<file path="config.mk">
export PLATFORM = sky130hd
export DESIGN_NAME = instr_issue_flat
export DESIGN_NICKNAME = d
export VERILOG_FILES = /design/src/rtl/instr_issue_if.sv /design/src/rtl/instr_issue.sv /design/src/flat_wrapper.sv
export SDC_FILE = /design/constraint.sdc
export NUM_CORES = 2
export LEC_CHECK = 0
export ABC_CLOCK_PERIOD_IN_PS = 3550
export BUFFER_PORTS_ARGS = -buffer_cell sky130_fd_sc_hd__buf_2
export CORE_MARGIN = 2
export CORE_UTILIZATION = 24
export DETAILED_ROUTE_END_ITERATION = 10
export PLACE_DENSITY = 0.36
export SYNTH_ARGS = -nofsm -noshare
export SYNTH_HDL_FRONTEND = slang
export SYNTH_SLANG_ARGS = --single-unit
export TNS_END_PERCENT = 50
</file>
<file path="constraint.sdc">
create_clock -name clk -period 3.55 [get_ports clk]
set_clock_uncertainty 0.1 [all_clocks]
set_input_delay 0.1775 -clock clk [delete_from_list [all_inputs] [get_ports clk]]
set_output_delay 0.1775 -clock clk [all_outputs]
set_load 0.01 [all_outputs]
</file>
<file path="src/rtl/instr_issue_if.sv">
// instr_issue_if -- issue-side handshake bundle between the instruction
// issuer and its consumer (fetch/decode stage).
//
//   instr        [8:0]  issued instruction word
//   instr_valid         instr holds a word waiting to be accepted
//   pc           [7:0]  address of the word in instr, or next address to fetch
//   instr_ready         consumer accepts instr this cycle
//   branch_taken        redirect on the current handshake
//   target_in    [7:0]  redirect address
//
// master: the issuer. slave: the consumer.
interface instr_issue_if;
    logic [8:0] instr;
    logic       instr_valid;
    logic [7:0] pc;
    logic       instr_ready;
    logic       branch_taken;
    logic [7:0] target_in;

    modport master (
        output instr, instr_valid, pc,
        input  instr_ready, branch_taken, target_in
    );

    modport slave (
        input  instr, instr_valid, pc,
        output instr_ready, branch_taken, target_in
    );
endinterface

</file>
<file path="src/rtl/instr_issue.sv">
// instr_issue -- walks a small loadable program memory and issues one
// 9-bit word per valid/ready handshake, with optional branch redirect.
//
// Ports:
//   clk                  rising-edge clock
//   reset                synchronous active-high reset (memory contents kept)
//   start                begin issuing at start_address (from IDLE or HALTED)
//   start_address [7:0]  first PC value
//   load_en              program-memory write strobe (IDLE/HALTED only)
//   load_addr     [7:0]  program-memory write address
//   load_data     [8:0]  program-memory write word
//   done                 program reached a halt word
//   bus                  instr_issue_if.master issue handshake
//
// Build option: define INSTR_ISSUE_HALT_DETECT_EN to stop on a word whose
// opcode field [8:4] equals HALT_OPCODE. Without it, halt words are issued
// like any other and done stays 0.
//
// state  | meaning
// IDLE   | waiting for start, program loads allowed
// FETCH  | reading mem[pc]; result registered into instr
// ISSUE  | instr_valid high, waiting for instr_ready
// HALTED | halt word accepted, done high, loads allowed
module instr_issue #(
    parameter int         MEM_DEPTH   = 256,
    parameter logic [4:0] HALT_OPCODE = 5'b11111
) (
    input  logic        clk,
    input  logic        reset,
    input  logic        start,
    input  logic [7:0]  start_address,
    input  logic        load_en,
    input  logic [7:0]  load_addr,
    input  logic [8:0]  load_data,
    output logic        done,
    instr_issue_if.master bus
);

`ifdef INSTR_ISSUE_HALT_DETECT_EN
    localparam bit HALT_DETECT = 1'b1;
`else
    localparam bit HALT_DETECT = 1'b0;
`endif

    typedef enum logic [1:0] {
        IDLE   = 2'd0,
        FETCH  = 2'd1,
        ISSUE  = 2'd2,
        HALTED = 2'd3
    } state_t;

    state_t     state;
    logic [7:0] pc_q;
    logic [8:0] instr_q;
    logic       valid_q;
    logic       done_q;

    logic [8:0] mem [MEM_DEPTH];

    logic load_ok;
    logic handshake;
    logic halt_hit;

    // Writes are only honoured while nothing is in flight, and never on a
    // reset edge. Memory itself has no reset.
    assign load_ok   = load_en && !reset && (state == IDLE || state == HALTED);
    assign handshake = (state == ISSUE) && bus.instr_ready;
    assign halt_hit  = HALT_DETECT && (instr_q[8:4] == HALT_OPCODE);

    always_ff @(posedge clk) begin
        if (load_ok) begin
            mem[load_addr] <= load_data;
        end
    end

    always_ff @(posedge clk) begin
        if (reset) begin
            state   <= IDLE;
            pc_q    <= 8'd0;
            instr_q <= 9'd0;
            valid_q <= 1'b0;
            done_q  <= 1'b0;
        end else begin
            unique case (state)
                IDLE: begin
                    if (start) begin
                        pc_q  <= start_address;
                        state <= FETCH;
                    end
                end
                FETCH: begin
                    // A load in the preceding IDLE cycle has already landed,
                    // so a same-cycle load+start reads the new word here.
                    instr_q <= mem[pc_q];
                    valid_q <= 1'b1;
                    state   <= ISSUE;
                end
                ISSUE: begin
                    if (handshake) begin
                        valid_q <= 1'b0;
                        if (halt_hit) begin
                            // PC stays on the halt word.
                            done_q <= 1'b1;
                            state  <= HALTED;
                        end else begin
                            pc_q  <= bus.branch_taken ? bus.target_in : pc_q + 8'd1;
                            state <= FETCH;
                        end
                    end
                end
                HALTED: begin
                    if (start) begin
                        done_q <= 1'b0;
                        pc_q   <= start_address;
                        state  <= FETCH;
                    end
                end
                default: begin
                    state <= IDLE;
                end
            endcase
        end
    end

    assign bus.instr       = instr_q;
    assign bus.instr_valid = valid_q;
    assign bus.pc          = pc_q;
    assign done            = done_q;

endmodule

</file>
<file path="src/flat_wrapper.sv">
// flat-port wrapper written by rule: the top's interface ports become plain ports
module instr_issue_flat 
#(
    parameter int         MEM_DEPTH   = 256,
    parameter logic [4:0] HALT_OPCODE = 5'b11111
)
  (clk, reset, start, start_address, load_en, load_addr, load_data, done, bus_instr, bus_instr_valid, bus_pc, bus_instr_ready, bus_branch_taken, bus_target_in);
  instr_issue_if bus_i ();
  input  logic clk;
  input  logic reset;
  input  logic start;
  input  logic [7:0] start_address;
  input  logic load_en;
  input  logic [7:0] load_addr;
  input  logic [8:0] load_data;
  output logic done;
  output wire logic [$bits(bus_i.instr)-1:0] bus_instr;
  output wire logic [$bits(bus_i.instr_valid)-1:0] bus_instr_valid;
  output wire logic [$bits(bus_i.pc)-1:0] bus_pc;
  input wire logic [$bits(bus_i.instr_ready)-1:0] bus_instr_ready;
  input wire logic [$bits(bus_i.branch_taken)-1:0] bus_branch_taken;
  input wire logic [$bits(bus_i.target_in)-1:0] bus_target_in;
  assign bus_instr = bus_i.instr;
  assign bus_instr_valid = bus_i.instr_valid;
  assign bus_pc = bus_i.pc;
  assign bus_i.instr_ready = bus_instr_ready;
  assign bus_i.branch_taken = bus_branch_taken;
  assign bus_i.target_in = bus_target_in;
  instr_issue #(.MEM_DEPTH(MEM_DEPTH), .HALT_OPCODE(HALT_OPCODE)) u_core (.clk(clk), .reset(reset), .start(start), .start_address(start_address), .load_en(load_en), .load_addr(load_addr), .load_data(load_data), .done(done), .bus(bus_i));
endmodule
</file>
### Word-level counts from Yosys, hierarchy flattened

Memory sizes are Yosys's and may differ from the RTL's. A register that Yosys moved wholly into a read port is not among the register bits.
Cells that the tools add are included.

| word-level totals | value |
|---|---|
| register bits after elaboration | 11 |
| output and inout bits | 19 |
| memories | 1 |
| logic and storage cells | 33 |
| memory bits (writable) | 2304 |
| bits of input ports | 39 |

| operators by class | value |
|---|---|
| mux-type cells | 11 |
| $add $sub $neg | 1 |
| reduce and logical (&&, ||, !) cells | 12 |
| eq/ne operators | 5 |

Memories:

| name | depth | width | read ports | clocked after Yosys merged registers in | write ports | line | RTL |
|---|---|---|---|---|---|---|---|
| u_core.mem | 256 | 9 | 1 | 1 | 1 | instr_issue.sv:58 | `logic [8:0] mem [MEM_DEPTH];` |

Operators with widths:

| cell | count |
|---|---|
| $mux W8 | 3 |
| $pmux W8 S2 | 1 |
| $add A8 B1 Y8 const B | 1 |
| $pmux W2 S3 | 1 |
| $eq A2 B2 Y1 const B | 2 |
| $mux W2 | 2 |
| $ne A2 B1 Y1 const B | 2 |
| $reduce_and A2 Y1 | 2 |
| $reduce_bool A2 Y1 | 2 |
| $logic_and A1 B1 Y1 | 3 |
| $mux W1 | 3 |
| $reduce_and A3 Y1 | 1 |
| $eq A2 B1 Y1 const B | 1 |
| $logic_not A2 Y1 | 1 |
| $pmux W1 S2 | 1 |
| $reduce_or A2 Y1 | 1 |
| $logic_not A1 Y1 | 1 |
| $logic_or A1 B1 Y1 | 1 |

### Logic depth before layout (Yosys ltp)

| depth | value |
|---|---|
| word-level depth | 5 |
| depth in mapped cells | 14 |
| depth with buffers taken out | 9 |

### Worst setup path after synthesis

OpenSTA, ideal clock, no wires.

| timing path | value |
|---|---|
| kind | reg-to-reg |
| start point | register u_core.state[0] |
| end point | memory u_core.mem[112][0], enable pin |
| stages on the path, launching flop included | 9 |
| buffers on the path | 2 |
| arrival | 2269 ps |
| clock period less this slack | 2743 ps |
| library setup time | 374 ps |
| required time | 3076 ps |
| path slack | 807 ps |
| path through | dfxtp_1 -> inv_1 -> ha_1 -> nand2_1 -> nor2_1 -> clkbuf_1 -> nand3_1 -> clkbuf_1 -> nor2_1 |

| between the ends | value |
|---|---|
| word-level cells in the longest chain between the ends | 5 |
| elaborated cells between the ends (all ways) | 6 |
| those cells by class | 1 x eq/ne; 2 x mux; 3 x reduce/logical |

Ends and longest elaborated chain:

| what | line | RTL |
|---|---|---|
| start: declaration | instr_issue.sv:52 | `state_t state;` |
| start signal: assignment | instr_issue.sv:78 | `state <= IDLE;` |
| start signal: assignment | instr_issue.sv:88 | `state <= FETCH;` |
| start signal: assignment | instr_issue.sv:96 | `state <= ISSUE;` |
| $eq A2 B2 Y1 / $logic_not A2 Y1 (equally long branches) | instr_issue.sv:66 | `assign load_ok = load_en && !reset && (state == IDLE \|\| state == HALTED);` |
| $logic_or A1 B1 Y1 (*) | instr_issue.sv:66 |  |
| $logic_and A1 B1 Y1 (*) | instr_issue.sv:66 |  |
| $mux W1 (*) | instr_issue.sv:71 | `if (load_ok) begin` |
| $mux W1 (implied by the code) (*) | instr_issue.sv:72 | `mem[load_addr] <= load_data;` |
| end: declaration | instr_issue.sv:58 |  |

Mark *: on every way between the ends. The rest lies on a longest branch, timed or not.

==> impl_metrics.tcl <==
set metrics [dict create \
    timing.final.ws_setup_ns 0.1099 \
    dp.final_hpwl_um 208900 \
    ios 58 \
    tightest_slew_ns 1.429 \
    dpl_worst_slack_ns -0.5816 \
    leakagePower_nw 34.85 \
    antenna_found_initial 33 \
    synth_common_cells "edfxtp_1, mux4_2, nor2_1" \
    path_class "reg2reg" \
    multi_input_area_um2 19540 \
    pwr-share-clk_pct 37.4 \
    drv_cap 0 \
    rsz0062_at_grt "no" \
    worstReg2RegStart "u_core.bus.pc[0]$_SDFFE_PP0P_" \
    finalSetupViolCount 0 \
    wl_um 321000 \
    yosysTopAreaCellShare_pct 76.40 \
    hold_end "u_core.bus.pc[0]$_SDFFE_PP0P_" \
    fill_cells 36912 \
    p_int_mw 52.52 \
    crit_fanout 30 \
    antenna_left 0 \
    final_util_pct 29.62 \
    avgSynthCellArea_um2 20.83 \
    reg2reg_to "u_core.bus.instr[5]$_SDFFE_PP0P_" \
    wl_per_cell_um 30.94 \
    yosysWarnings 0 \
    grt_pass1_wl_um 433700 \
    cts.path.max_buffers 4 \
    synthCells 4347 \
    grt.overflow.total 0 \
    final_layout_size_suffix_gt1_share_pct 32.03 \
    vias 47491 \
    critPathCaptureType "register" \
    powerDensity_nw_per_um2 665.9 \
    r2r_setup_slack_ns 0.11 \
    cts.sinks 2324 \
    clock.fmax_mhz 290.7 \
    clkSlewWorstSetupHoldPaths_ns 0.06 \
    die_w_um 618.3 \
    area_delta_synth_final_pct 22.83 \
    slew_headroom_pct 4.705 \
    regArea_um2 69610 \
    async_reset_ff_share_pct 0 \
    netlist_area_um2 90560 \
    initial_utilization_pct 24.11 \
    via_per_inst 4.577 \
    remaining_drc_errors 0 \
    layout.nets 5209 \
    core_um2 375500 \
    finalCritPeriodShare_pct 96.91 \
    syn_nets 4389 \
    hold_path.class "in2reg" \
    p_sw_share_pct 29.10 \
    synth_edf_count 2304 \
    ir_worst_vdd_mv 0.3507 \
    status "complete, no violations" \
    hp-start "bus_target_in[0]" \
    first_pass_iters 6 \
    seq_power_share_pct 41.2 \
    cts_root_buffer "clkbuf_16" \
    die_area_um2 382300 \
    synthTopCellsByArea "edfxtp_1, mux4_2, mux2i_1" \
    io_buffers 56 \
    ys_seq_area_share_pct 76.84 \
    worstSkewPairLatency_ns 0.89 \
    die_h_um 618.3 \
    crit_required_ns 4.23 \
    cp.arrival_ns 4.12 \
    reg2reg_depth 8 \
    power_switching_mw 21.55 \
    crit_path_start_kind "register" \
    gp_congestion 0.8259 \
    num_rows 225 \
    synth_cell_types 68 \
    whs_path_depth 6 \
    grt_usage_pct 16.50 \
    cts_tree "yes" \
    slew_viol_final 0 \
    cts_buffers 274 \
    synth_seq_cells 2324 \
    grt_max_degree 111 \
    yosys.area.top_type "edfxtp_1" \
    p_comb_share_pct 21.4 \
    yosysMostFrequentCell "edfxtp_1" \
    synthFlopType "edfxtp_1" \
    grt_pass1_vias 48533 \
    period_needed_ns 3.440 \
    htree_levels 5 \
    drt_iter0_markers 4678 \
    finalHoldViolCount 0 \
]
power by group through the flow:
stage | combinational (mW) | clock, mW | sequential, mW
after global routing | 16.5 | 29.5 | 30.5
after floorplan | 7.42 | 0 | 30.9
final | 15.8 | 27.7 | 30.5
after CTS | 16.1 | 28.5 | 30.6
after detailed placement | 15.9 | 0 | 31.2
after global placement | 15.9 | 0 | 31.2
cell type report:
cell class,instances,area share (%)
Timing Repair Buffer,815,6.371
Tap cell,4994,5.618
Clock buffer,338,6.571
Multi-Input combinational cell,1740,17.57
Antenna cell,11,0.02475
Clock inverter,141,1.216
Inverter,12,0.04725
Sequential cell,2324,62.58
critical path: stages, from the launching register on:
cell and delay (ns):
dfxtp_4 0.44, buf_12 0.18, buf_12 0.24, buf_12 0.27, mux4_2 0.58, a22oi_1 0.27, a21oi_1 0.14, or4_1 0.65
a32o_1 0.31
registers in the layout, indices dropped and copies added, names as in the netlist:
signal and cells:
u_core.bus.instr 9, u_core.bus.instr_valid 1, u_core.bus.pc 8, u_core.mem 2304, u_core.state 2
worst max-delay path by stage:
stage,from,endpoint,cells past startpoint
floorplan,u_core.state[0]$_SDFFE_PP0P_,u_core.mem[112][0]$_DFFE_PP_,8
global placement,u_core.bus.pc[2]$_SDFFE_PP0P_,u_core.bus.instr[5]$_SDFFE_PP0P_,10
detailed placement,u_core.bus.pc[2]$_SDFFE_PP0P_,u_core.bus.instr[5]$_SDFFE_PP0P_,10
CTS,u_core.bus.pc[2]$_SDFFE_PP0P_,u_core.bus.instr[1]$_SDFFE_PP0P_,10
global route,u_core.bus.pc[0]$_SDFFE_PP0P_,u_core.bus.pc[2]$_SDFFE_PP0P_,12
finish,u_core.bus.pc[0]$_SDFFE_PP0P_,u_core.bus.instr[5]$_SDFFE_PP0P_,8
through the flow:
stage                     TNS, ns  power [mW]  instances  hold slack (ns)  cell area, um2
after floorplan                 0       38.33       4347           0.1764           90560
final                           0       74.07      10375          0.04368          111200
after global placement     -1.589       47.13       9841           0.3800          102000
after CTS                       0       75.14      10361        0.0002545          111100
after detailed placement   -1.419       47.09       9841           0.3918          102000
after global routing            0       76.52      10366          0.01860          111200
per-layer routing:
| metal | part of all wire, % | global-route usage (%) | vias up |
|---|---|---|---|
| li1 | - | - | 19791 |
| met1 | 45 | 23.10 | 26081 |
| met2 | 48 | 27.20 | 1261 |
| met3 | 4.6 | 2.214 | 358 |
| met4 | 2.1 | 3.653 | 0 |
| met5 | 0 | 0 | - |
logic make-up after synthesis:
| group | synth area share [%] |
|---|---|
| XOR/XNOR | 0.05803 |
| adder cells (fa/ha/maj) | 0.04145 |
| AND/OR/NAND/NOR | 2.831 |
| other | 0.004141 |
| flip-flops | 76.84 |
| AO/OA/AOI/OAI | 2.978 |
| buffers and inverters | 1.740 |
| multiplexers | 15.51 |
what timing repair did:
item                                     CTS  global route
hold buffers                              38             0
gates cloned                               0             0
hold endpoints to repair                1152             0
endpoints found under the setup margin     7             5
buffers inserted                           3             3
resized for setup                          7             8
layout by cell type, fill, tap and decap left out, types with 21 or more instances in the layout:
cell type / count
nand2_1: 125
buf_2: 47
a22oi_1: 90
a211oi_1: 22
clkinv_1: 58
a221oi_1: 29
mux4_2: 523
dlygate4sd3_1: 38
o22ai_1: 25
nor2_1: 301
bufinv_16: 21
clkbuf_1: 53
o21ai_0: 45
nand3_1: 39
buf_4: 645
edfxtp_1: 2304
clkinv_2: 38
a21oi_1: 75
clkbuf_16: 283
mux2i_1: 216
buf_12: 72
nor3_1: 25
Note: power is estimated with default switching activity, not from simulation.
